$ cat src/rtl/sdram_line_sequencer_if.sv
// Bundle of cache-side request/response and SDRAM-controller command signals for sdram_line_sequencer.
// slave = the sequencer; master = the surrounding cache + controller environment.
interface sdram_line_sequencer_if;
  logic         req;
  logic         req_evict;
  logic [17:0]  req_fetch_addr;
  logic [17:0]  req_evict_addr;
  logic [255:0] req_wr_line;
  logic [7:0]   req_wr_mask;
  logic         busy;
  logic         rsp_valid;
  logic [255:0] rsp_rd_line;
  logic         sdrc_init_done;
  logic         sdrc_cmd_ack;
  logic [31:0]  sdrc_rd_data;
  logic         sdrc_cmd_en;
  logic [2:0]   sdrc_cmd;
  logic [20:0]  sdrc_addr;
  logic [3:0]   sdrc_dqm;
  logic [31:0]  sdrc_wr_data;
  logic [7:0]   sdrc_data_len;

  modport master (
    output req, req_evict, req_fetch_addr, req_evict_addr, req_wr_line, req_wr_mask,
    input  busy, rsp_valid, rsp_rd_line,
    output sdrc_init_done, sdrc_cmd_ack, sdrc_rd_data,
    input  sdrc_cmd_en, sdrc_cmd, sdrc_addr, sdrc_dqm, sdrc_wr_data, sdrc_data_len
  );

  modport slave (
    input  req, req_evict, req_fetch_addr, req_evict_addr, req_wr_line, req_wr_mask,
    output busy, rsp_valid, rsp_rd_line,
    input  sdrc_init_done, sdrc_cmd_ack, sdrc_rd_data,
    output sdrc_cmd_en, sdrc_cmd, sdrc_addr, sdrc_dqm, sdrc_wr_data, sdrc_data_len
  );
endinterface

$ cat src/rtl/sdram_line_sequencer.sv
// Turns one cache-line fetch (or evict+fetch) into ACTIVE/WRITE/READ 8-word bursts and issues periodic refresh.
// Optional SDRAM_SEQ_WORD_MASK_EN: per-word write masking via DQM, all-zero mask skips the evict.
module sdram_line_sequencer #(
  parameter int T_RCD          = 2,
  parameter int READ_LATENCY   = 5,
  parameter int REFRESH_PERIOD = 400
) (
  input logic                    clk,
  input logic                    rst,
  sdram_line_sequencer_if.slave  bus
);
  localparam logic [2:0] CMD_REFRESH = 3'b001;
  localparam logic [2:0] CMD_ACTIVE  = 3'b011;
  localparam logic [2:0] CMD_WRITE   = 3'b100;
  localparam logic [2:0] CMD_READ    = 3'b101;
  localparam int CW = $clog2(T_RCD + READ_LATENCY + 9);
  localparam int RW = $clog2(REFRESH_PERIOD + 1);

  typedef enum logic [3:0] {
    S_INIT, S_IDLE, S_REF, S_REF_WAIT, S_ACT_W, S_ACT_W_WAIT, S_TRCD_W, S_WR, S_WR_WAIT,
    S_ACT_R, S_ACT_R_WAIT, S_TRCD_R, S_RD, S_RD_WAIT
  } state_t;

  state_t         state_q, state_d;
  logic [CW-1:0]  cnt_q, cnt_d;
  logic [RW-1:0]  ref_cnt_q, ref_cnt_d;
  logic           ref_pend_q, ref_pend_d;
  logic [17:0]    fetch_addr_q, fetch_addr_d;
  logic [17:0]    evict_addr_q, evict_addr_d;
  logic [255:0]   wr_line_q, wr_line_d;
  logic [255:0]   shift_q, shift_d;
  logic [255:0]   rsp_line_q, rsp_line_d;
  logic           rsp_valid_q, rsp_valid_d;
  logic           cmd_en_q, cmd_en_d;
  logic [2:0]     cmd_q, cmd_d;
  logic [20:0]    addr_q, addr_d;
  logic [3:0]     dqm_q, dqm_d;
  logic [31:0]    wr_data_q, wr_data_d;
  logic [2:0]     word_idx;
  logic [31:0]    word_data;
  logic [3:0]     word_dqm;
  logic           do_evict;

  assign word_idx  = (state_q == S_WR) ? cnt_q[2:0] : 3'd0;
  assign word_data = wr_line_q[{word_idx, 5'b0} +: 32];

`ifdef SDRAM_SEQ_WORD_MASK_EN
  logic [7:0] wr_mask_q, wr_mask_d;
  assign word_dqm = wr_mask_q[word_idx] ? 4'b0000 : 4'b1111;
  assign do_evict = bus.req_evict && (bus.req_wr_mask != 8'h00);
  assign wr_mask_d = (state_q == S_IDLE && !ref_pend_q && bus.req) ? bus.req_wr_mask : wr_mask_q;
  always_ff @(posedge clk) begin
    if (rst) wr_mask_q <= '0;
    else     wr_mask_q <= wr_mask_d;
  end
`else
  logic unused_mask;
  assign unused_mask = ^bus.req_wr_mask;
  assign word_dqm = 4'b0000;
  assign do_evict = bus.req_evict;
`endif

  always_comb begin
    state_d      = state_q;
    cnt_d        = cnt_q;
    ref_cnt_d    = ref_cnt_q;
    ref_pend_d   = ref_pend_q;
    fetch_addr_d = fetch_addr_q;
    evict_addr_d = evict_addr_q;
    wr_line_d    = wr_line_q;
    shift_d      = shift_q;
    rsp_line_d   = rsp_line_q;
    rsp_valid_d  = 1'b0;
    cmd_en_d     = 1'b0;
    cmd_d        = cmd_q;
    addr_d       = addr_q;
    dqm_d        = dqm_q;
    wr_data_d    = wr_data_q;
    case (state_q)
      S_INIT: if (bus.sdrc_init_done) state_d = S_IDLE;
      S_IDLE: begin
        // A pending refresh takes the slot; a same-cycle req is dropped and must be retried.
        if (ref_pend_q) begin
          ref_pend_d = 1'b0;
          cmd_en_d   = 1'b1;
          cmd_d      = CMD_REFRESH;
          state_d    = S_REF;
        end else if (bus.req) begin
          fetch_addr_d = bus.req_fetch_addr;
          evict_addr_d = bus.req_evict_addr;
          wr_line_d    = bus.req_wr_line;
          cmd_en_d     = 1'b1;
          cmd_d        = CMD_ACTIVE;
          dqm_d        = 4'b0000;
          if (do_evict) begin
            addr_d  = {bus.req_evict_addr, 3'b000};
            state_d = S_ACT_W;
          end else begin
            addr_d  = {bus.req_fetch_addr, 3'b000};
            state_d = S_ACT_R;
          end
        end
      end
      S_REF:        state_d = S_REF_WAIT;
      S_REF_WAIT:   if (bus.sdrc_cmd_ack) state_d = S_IDLE;
      S_ACT_W:      state_d = S_ACT_W_WAIT;
      S_ACT_W_WAIT: if (bus.sdrc_cmd_ack) begin cnt_d = '0; state_d = S_TRCD_W; end
      S_TRCD_W: begin
        cnt_d = cnt_q + CW'(1);
        if (cnt_q == CW'(T_RCD - 1)) begin
          cmd_en_d  = 1'b1;
          cmd_d     = CMD_WRITE;
          addr_d    = {evict_addr_q, 3'b000};
          wr_data_d = word_data;
          dqm_d     = word_dqm;
          cnt_d     = CW'(1);
          state_d   = S_WR;
        end
      end
      S_WR: begin
        wr_data_d = word_data;
        dqm_d     = word_dqm;
        cnt_d     = cnt_q + CW'(1);
        if (cnt_q == CW'(7)) state_d = S_WR_WAIT;
      end
      S_WR_WAIT: begin
        // Write ack means auto-precharge finished; open the fetch row next.
        if (bus.sdrc_cmd_ack) begin
          cmd_en_d = 1'b1;
          cmd_d    = CMD_ACTIVE;
          addr_d   = {fetch_addr_q, 3'b000};
          dqm_d    = 4'b0000;
          state_d  = S_ACT_R;
        end
      end
      S_ACT_R:      state_d = S_ACT_R_WAIT;
      S_ACT_R_WAIT: if (bus.sdrc_cmd_ack) begin cnt_d = '0; state_d = S_TRCD_R; end
      S_TRCD_R: begin
        cnt_d = cnt_q + CW'(1);
        if (cnt_q == CW'(T_RCD - 1)) begin
          cmd_en_d = 1'b1;
          cmd_d    = CMD_READ;
          addr_d   = {fetch_addr_q, 3'b000};
          state_d  = S_RD;
        end
      end
      S_RD: begin
        cnt_d   = CW'(1);
        state_d = S_RD_WAIT;
      end
      S_RD_WAIT: begin
        // cnt counts cycles since READ; words arrive in order and shift down from the top.
        cnt_d = cnt_q + CW'(1);
        if (cnt_q >= CW'(READ_LATENCY)) shift_d = {bus.sdrc_rd_data, shift_q[255:32]};
        if (cnt_q == CW'(READ_LATENCY + 7)) begin
          rsp_line_d  = {bus.sdrc_rd_data, shift_q[255:32]};
          rsp_valid_d = 1'b1;
          state_d     = S_IDLE;
        end
      end
      default: state_d = S_INIT;
    endcase
    if (state_q != S_INIT) begin
      if (ref_cnt_q == RW'(REFRESH_PERIOD - 1)) begin
        ref_cnt_d  = '0;
        ref_pend_d = 1'b1;
      end else begin
        ref_cnt_d = ref_cnt_q + RW'(1);
      end
    end
  end

  always_ff @(posedge clk) begin
    if (rst) begin
      state_q      <= S_INIT;
      cnt_q        <= '0;
      ref_cnt_q    <= '0;
      ref_pend_q   <= 1'b0;
      fetch_addr_q <= '0;
      evict_addr_q <= '0;
      wr_line_q    <= '0;
      shift_q      <= '0;
      rsp_line_q   <= '0;
      rsp_valid_q  <= 1'b0;
      cmd_en_q     <= 1'b0;
      cmd_q        <= '0;
      addr_q       <= '0;
      dqm_q        <= '0;
      wr_data_q    <= '0;
    end else begin
      state_q      <= state_d;
      cnt_q        <= cnt_d;
      ref_cnt_q    <= ref_cnt_d;
      ref_pend_q   <= ref_pend_d;
      fetch_addr_q <= fetch_addr_d;
      evict_addr_q <= evict_addr_d;
      wr_line_q    <= wr_line_d;
      shift_q      <= shift_d;
      rsp_line_q   <= rsp_line_d;
      rsp_valid_q  <= rsp_valid_d;
      cmd_en_q     <= cmd_en_d;
      cmd_q        <= cmd_d;
      addr_q       <= addr_d;
      dqm_q        <= dqm_d;
      wr_data_q    <= wr_data_d;
    end
  end

  assign bus.busy          = (state_q != S_IDLE) || ref_pend_q;
  assign bus.rsp_valid     = rsp_valid_q;
  assign bus.rsp_rd_line   = rsp_line_q;
  assign bus.sdrc_cmd_en   = cmd_en_q;
  assign bus.sdrc_cmd      = cmd_q;
  assign bus.sdrc_addr     = addr_q;
  assign bus.sdrc_dqm      = dqm_q;
  assign bus.sdrc_wr_data  = wr_data_q;
  assign bus.sdrc_data_len = 8'd7;
endmodule

$ cat src/flat_wrapper.sv
// flat-port wrapper written by rule: the top's interface ports become plain ports
module sdram_line_sequencer_flat 
#(
  parameter int T_RCD          = 2,
  parameter int READ_LATENCY   = 5,
  parameter int REFRESH_PERIOD = 400
)
  (clk, rst, bus_req, bus_req_evict, bus_req_fetch_addr, bus_req_evict_addr, bus_req_wr_line, bus_req_wr_mask, bus_busy, bus_rsp_valid, bus_rsp_rd_line, bus_sdrc_init_done, bus_sdrc_cmd_ack, bus_sdrc_rd_data, bus_sdrc_cmd_en, bus_sdrc_cmd, bus_sdrc_addr, bus_sdrc_dqm, bus_sdrc_wr_data, bus_sdrc_data_len);
  sdram_line_sequencer_if bus_i ();
  input logic clk;
  input logic rst;
  input wire logic [$bits(bus_i.req)-1:0] bus_req;
  input wire logic [$bits(bus_i.req_evict)-1:0] bus_req_evict;
  input wire logic [$bits(bus_i.req_fetch_addr)-1:0] bus_req_fetch_addr;
  input wire logic [$bits(bus_i.req_evict_addr)-1:0] bus_req_evict_addr;
  input wire logic [$bits(bus_i.req_wr_line)-1:0] bus_req_wr_line;
  input wire logic [$bits(bus_i.req_wr_mask)-1:0] bus_req_wr_mask;
  output wire logic [$bits(bus_i.busy)-1:0] bus_busy;
  output wire logic [$bits(bus_i.rsp_valid)-1:0] bus_rsp_valid;
  output wire logic [$bits(bus_i.rsp_rd_line)-1:0] bus_rsp_rd_line;
  input wire logic [$bits(bus_i.sdrc_init_done)-1:0] bus_sdrc_init_done;
  input wire logic [$bits(bus_i.sdrc_cmd_ack)-1:0] bus_sdrc_cmd_ack;
  input wire logic [$bits(bus_i.sdrc_rd_data)-1:0] bus_sdrc_rd_data;
  output wire logic [$bits(bus_i.sdrc_cmd_en)-1:0] bus_sdrc_cmd_en;
  output wire logic [$bits(bus_i.sdrc_cmd)-1:0] bus_sdrc_cmd;
  output wire logic [$bits(bus_i.sdrc_addr)-1:0] bus_sdrc_addr;
  output wire logic [$bits(bus_i.sdrc_dqm)-1:0] bus_sdrc_dqm;
  output wire logic [$bits(bus_i.sdrc_wr_data)-1:0] bus_sdrc_wr_data;
  output wire logic [$bits(bus_i.sdrc_data_len)-1:0] bus_sdrc_data_len;
  assign bus_i.req = bus_req;
  assign bus_i.req_evict = bus_req_evict;
  assign bus_i.req_fetch_addr = bus_req_fetch_addr;
  assign bus_i.req_evict_addr = bus_req_evict_addr;
  assign bus_i.req_wr_line = bus_req_wr_line;
  assign bus_i.req_wr_mask = bus_req_wr_mask;
  assign bus_busy = bus_i.busy;
  assign bus_rsp_valid = bus_i.rsp_valid;
  assign bus_rsp_rd_line = bus_i.rsp_rd_line;
  assign bus_i.sdrc_init_done = bus_sdrc_init_done;
  assign bus_i.sdrc_cmd_ack = bus_sdrc_cmd_ack;
  assign bus_i.sdrc_rd_data = bus_sdrc_rd_data;
  assign bus_sdrc_cmd_en = bus_i.sdrc_cmd_en;
  assign bus_sdrc_cmd = bus_i.sdrc_cmd;
  assign bus_sdrc_addr = bus_i.sdrc_addr;
  assign bus_sdrc_dqm = bus_i.sdrc_dqm;
  assign bus_sdrc_wr_data = bus_i.sdrc_wr_data;
  assign bus_sdrc_data_len = bus_i.sdrc_data_len;
  sdram_line_sequencer #(.T_RCD(T_RCD), .READ_LATENCY(READ_LATENCY), .REFRESH_PERIOD(REFRESH_PERIOD)) u_core (.clk(clk), .rst(rst), .bus(bus_i));
endmodule
$ cat config.mk
export PLATFORM = sky130hd
export DESIGN_NAME = sdram_line_sequencer_flat
export DESIGN_NICKNAME = d
export VERILOG_FILES = /design/src/rtl/sdram_line_sequencer_if.sv /design/src/rtl/sdram_line_sequencer.sv /design/src/flat_wrapper.sv
export SDC_FILE = /design/constraint.sdc
export NUM_CORES = 2
export LEC_CHECK = 0
export BUFFER_PORTS_ARGS = -buffer_cell sky130_fd_sc_hd__buf_2
export CAP_MARGIN = 30
export CORE_AREA = 2 2 259 261
export DETAILED_ROUTE_END_ITERATION = 12
export DIE_AREA = 0 0 261 263
export GPL_TIMING_DRIVEN = 0
export PLACE_DENSITY_LB_ADDON = 0.25
export SYNTH_ARGS = -nofsm -noshare
export SYNTH_HDL_FRONTEND = slang
export SYNTH_SLANG_ARGS = --single-unit
$ cat constraint.sdc
create_clock -name clk -period 3.16 [get_ports clk]
set_input_delay 0.158 -clock clk [delete_from_list [all_inputs] [get_ports clk]]
set_output_delay 0.158 -clock clk [all_outputs]
set_load 0.1 [all_outputs]
== Word level (Yosys, flattened, before mapping) ==
Index checks and enable logic that the tools add are counted.

* Bits of input ports: 338
* Flip-flop bits (word level): 884
* Word-level logic and storage cells: 118

* Reductions and logical operators: 20
* Shift operators: 1
* Equality and inequality tests: 31
* Bitwise gates (word level): 2
* $lt $le $gt $ge: 1
* Add/subtract/negate cells: 2
* Multiplexer cells: 46

{| class="wikitable"
|+ Operators with widths
! operator !! number
|-
| variable part select 256 x 9 -> 32 bit || 1
|-
| 2-to-1 mux 21 bit || 6
|-
| case mux 21 bit (4 select lines) || 1
|-
| 2-to-1 mux 4 bit || 17
|-
| case mux 32 bit (2 select lines) || 1
|-
| case mux 4 bit (14 select lines) || 1
|-
| 2-to-1 mux 32 bit || 1
|-
| case mux 4 bit (4 select lines) || 2
|-
| equality test 4 bit, second input constant || 7
|-
| equality test 4 x 3 -> 1 bit, second input constant || 5
|-
| 2-to-1 mux 3 bit || 6
|-
| != test 2 bit, second input constant || 8
|-
| nonzero test 4 bit || 4
|-
| case mux 3 bit (4 select lines) || 1
|-
| AND reduction 10 bit || 1
|-
| AND reduction 5 bit || 2
|-
| adder 9 x 1 -> 9 bit, second input constant || 1
|-
| equality test 9 bit, second input constant || 1
|-
| 2-to-1 mux 9 bit || 1
|-
| equality test 4 x 1 -> 1 bit, second input constant || 2
|-
| equality test 4 x 2 -> 1 bit, second input constant || 2
|-
| 2-to-1 mux 1 bit || 8
|-
| != test 2 x 1 -> 1 bit, second input constant || 4
|-
| AND reduction 2 bit || 4
|-
| 13 further kinds || 16
|}

== Logic depth before layout (Yosys ltp) ==
* Depth after elaboration: 5
* Gate-level depth with buffers: 13
* Mapped depth without buffers: 7

== Least setup slack after synthesis ==
Ideal clock, no wire load.

* Kind: register to register
* Start point: reg u_core.cnt_q[0]
* End point: reg u_core.shift_q[100]
* Data required time: 3028 ps
* Cell stages (with the launch flop): 14
* Arrival: 2446 ps
* Path buffers: 6
* Setup slack: 581 ps
* Clock period less this slack: 2579 ps
* Cells stage by stage: dfxtp_1 > buf_2 > buf_2 > buf_1 > inv_1 > ha_1 > nand2b_1 > a21oi_1 > or2_2 > clkbuf_1 > clkbuf_1 > buf_2 > nand2_1 > a21oi_1

* Cells in the longest elaborated chain, start to end: 2

{| class="wikitable"
|+ Ends and longest elaborated chain
! item !! RTL line !! source
|-
| from (decl) || sdram_line_sequencer.sv:25 || <nowiki>logic [CW-1:0] cnt_q, cnt_d;</nowiki>
|-
| from (signal assigned) || sdram_line_sequencer.sv:192 || <nowiki>cnt_q <= cnt_d;</nowiki>
|-
| greater-or-equal comparator 4 x 3 -> 1 bit || sdram_line_sequencer.sv:154 || <nowiki>if (cnt_q >= CW'(READ_LATENCY)) shift_d = {bus.sdrc_rd_data, shift_q[255:32]};</nowiki>
|-
| AND reduction 2 bit (no line) || - ||
|-
| to (signal assigned) || sdram_line_sequencer.sv:198 || <nowiki>shift_q <= shift_d;</nowiki>
|-
| to (decl) || sdram_line_sequencer.sv:31 || <nowiki>logic [255:0] shift_q, shift_d;</nowiki>
|}

No other way between the ends.
A chain may end at the register's enable or synchronous reset.

== Worst setup path in the final report ==
* Start point: reg u_core.state_q[0]
* End point: reg u_core.wr_line_q[236]

* Cells in the longest elaborated chain, start to end: 2

{| class="wikitable"
|+ Ends and longest elaborated chain
! item !! RTL line !! source
|-
| from (decl) || sdram_line_sequencer.sv:24 || <nowiki>state_t state_q, state_d;</nowiki>
|-
| from (signal assigned) || sdram_line_sequencer.sv:191 || <nowiki>state_q <= state_d;</nowiki>
|-
| equality test 4 x 1 -> 1 bit || sdram_line_sequencer.sv:79 || <nowiki>case (state_q)</nowiki>
|-
| AND reduction 3 bit (no line) || - ||
|-
| to (signal assigned) || sdram_line_sequencer.sv:197 || <nowiki>wr_line_q <= wr_line_d;</nowiki>
|-
| to (decl) || sdram_line_sequencer.sv:30 || <nowiki>logic [255:0] wr_line_q, wr_line_d;</nowiki>
|}

No other way between the ends.

==> out/qor.yml <==
status: "finished, violations left"
violations: "setup timing"
hp-class: "input pin to register"
globalplace.congestion: 0.965
cp.buffers_inverters: 3
port_buffers: 641
max_stage_delay_ps: 520
wl_mm: 132
ctsHtreeMaxLevel: 3
critPathTopFamily: "simple AND/OR/NAND/NOR gates"
slew_headroom_pct: 29.1
synth-edff-count: 0
finalHoldViolations: 0
cts_tree: "done"
core-area_um2: 65600
path_cells: "buf_2, or4b_4, nor3b_2, clkbuf_4, buf_2, nand2_1, a21oi_1"
grtUsageMet3_pct: 11.9
fmax_ghz: 0.310
layout_setup_ws_ps: -69.6
ys_seq_elements: 845
grt_pass1_wl_mm: 191
dp_hpwl_mm: 86.8
post-route-util_pct: 64.9
worstPathArrival_ps: 3750
final_max_slew_viol_count: 0
met1_usage_pct: 45.5
maxCapViolations: 0
post-synth-top-count-cell: "nand2_1"
seqCellArea_um2: 16900
via_per_inst: 5.64
antenna_found_initial: 35
slowest_stage: "or4b_4"
die_h_um: 263
cts_buffer_depth: 3
worstSetupPathType: "register to register"
synth_area_per_cell_um2: 7.92
final.min_clock_period_ps: 3230
ios: 665
drc: 0
rrSetupSlack_ps: -70
start_kind: "register"
tightest_slew_ps: 1060
firstDrtPassIters: 8
synth_top_area_share_pct: 52.9
min_period_over_period_pct: 102
post_drt_wl_per_cell_um: 21.7
die_area_um2: 68600
cp.required_ps: 3680
grt_pass1_vias: 32600
yosys-top-cells-area: "dfxtp_1, nand2_1, a21oi_1, mux2i_1, clkbuf_1"
synth_common_cells: "nand2_1, dfxtp_1, a21oi_1"
fp.dieW_um: 261
setup-violations-final: 1
critPathCaptureType: "register"
numClockSinks: 845
clk_pin_slew_ps: 70
synth_area_um2: 32000
row_count: 94
grt_util_met2_pct: 54.8
synth_ff_type: "dfxtp_1"
p_leak_nw: 16.3
finClkSkew_ps: 34.8
vias: 34200
critPathMostFrequentCell: "buf_2"
clockRootBuffer: "clkbuf_16"
stdcell_area_um2: 42600
yosys.area.top_type: "dfxtp_1"
track_usage_pct: 36.4
multiInputGateArea_um2: 13600
grt_overflow: 0
grt_busiest_layer: "met2"
yosysWarnings: 0
ir_worst_vdd_mv: 0.538
fill_cells: 5554
cp_max_fo: 11
power_density_nw_per_um2: 642
drive_gt1_share_pct: 17.6
placed_cell_area_um2: 36400
ant_nets: 0
area_growth_pct: 33.2
cts_made_buffers: 87
start_util_pct: 48.7
grt_max_degree: 20
nets: 5450
yosys.cell_types.count: 60
clk_latency_ps: 660
drtIter0Drc: 3754
ys_seq_area_share_pct: 52.9
synth_cells: 4039
async_flop_share_pct: 0
-- tightest hold or removal path, delay by kind of cell --
family | cells | cell delay, ps
simple gates | 1 | 80
buf+inv | 2 | 270
mux | 1 | 120
-- metrics by stage --
stage	instances	total power [W]	hold WS [ps]	setup slack, ps	setup TNS [ps]
after floorplan	4052	0.0148	294	581	0
after global placement	5557	0.0161	403	-1000	-328590
after detailed placement	5559	0.0162	408	-872	-312020
after CTS	6039	0.0269	11.9	26.5	0
after global routing	6051	0.0281	55.2	-220	-228
final	6060	0.0273	44.7	-69.6	-69.6
-- metal layers --
| layer | vias to the layer above | routed length (um) |
|---|---|---|
| met5 | - | 229 |
| met4 | 30 | 8990 |
| met3 | 730 | 14100 |
| met2 | 2041 | 57200 |
| met1 | 15900 | 51200 |
| li1 | 15500 | - |
-- path summary, 6_finish.rpt --
| kind | end | depth (start not counted) | from |
|---|---|---|---|
| max | u_core.wr_line_q[236] | 7 | u_core.state_q[0] |
| min | u_core.bus.sdrc_cmd[1] | 4 | rst |
| min reg2reg | u_core.bus.rsp_rd_line[9] | 2 | u_core.bus.rsp_rd_line[9] |
| max reg2reg | u_core.wr_line_q[236] | 7 | u_core.state_q[0] |
-- cells in the final DEF (no fill, tap or decap), drive strengths merged, types with 5 or more instances in the layout --
cell type	Yosys	layout
nor2	47	47
mux2i	132	132
diode	0	22
o21ai	81	81
clkbuf	201	331
dlygate4sd3	0	325
clkinv	1	17
a21oi	786	786
nand2	1580	1580
conb	2	15
inv	27	30
xor2	7	7
a32o	31	31
o221ai	50	50
ha	5	5
bufinv	0	8
buf	137	776
nand3	7	7
a211o	32	32
dfxtp	845	845
nand4	5	5
-- flip-flops by register name, summed over array words and instances (netlist names), 3 cells and up --
name and flops:
u_core.bus.rsp_rd_line 256, u_core.cnt_q 4, u_core.shift_q 224, u_core.bus.sdrc_addr 18, u_core.ref_cnt_q 9, u_core.wr_line_q 256
u_core.evict_addr_q 18, u_core.bus.sdrc_cmd 3, u_core.fetch_addr_q 18, u_core.state_q 4, u_core.bus.sdrc_wr_data 32
-- kinds of logic after synthesis --
logic type	count (synthesis)	synth area share, %
AOI/OAI and AO/OA	1002	17.4
and+or+nand+nor	1676	20.1
buffers and inverters	366	4.92
muxes	133	4.20
adders and majority gates	5	0.196
DFF	845	52.9
other	2	0.0235
xor gates and xnor gates	10	0.274
-- repair_timing --
action	CTS	global route
hold endpoints to repair	371	0
gates resized for setup	6	9
setup buffers	0	0
endpoints found under the setup margin	481	212
hold buffers	325	0
-- report_power, final --
part | leakage [nW] | switching (W) | internal, W
Clock | 1.44 | 0.00443 | 0.00622
Combinational | 8.08 | 0.00352 | 0.00157
Sequential | 6.82 | 0.000359 | 0.0112
Total | 16.3 | 0.00831 | 0.0190
-- cell type report --
cell class | count | share of cell area (%)
multi-input combinational | 2841 | 31.8
clock inverter | 28 | 0.954
buffer | 336 | 3.48
tap | 864 | 2.54
timing repair buffer | 968 | 15.2
antenna | 22 | 0.129
sequential | 845 | 39.7
clock buffer | 128 | 5.92
inverter | 28 | 0.247
(Power assumes the default switching activity.)
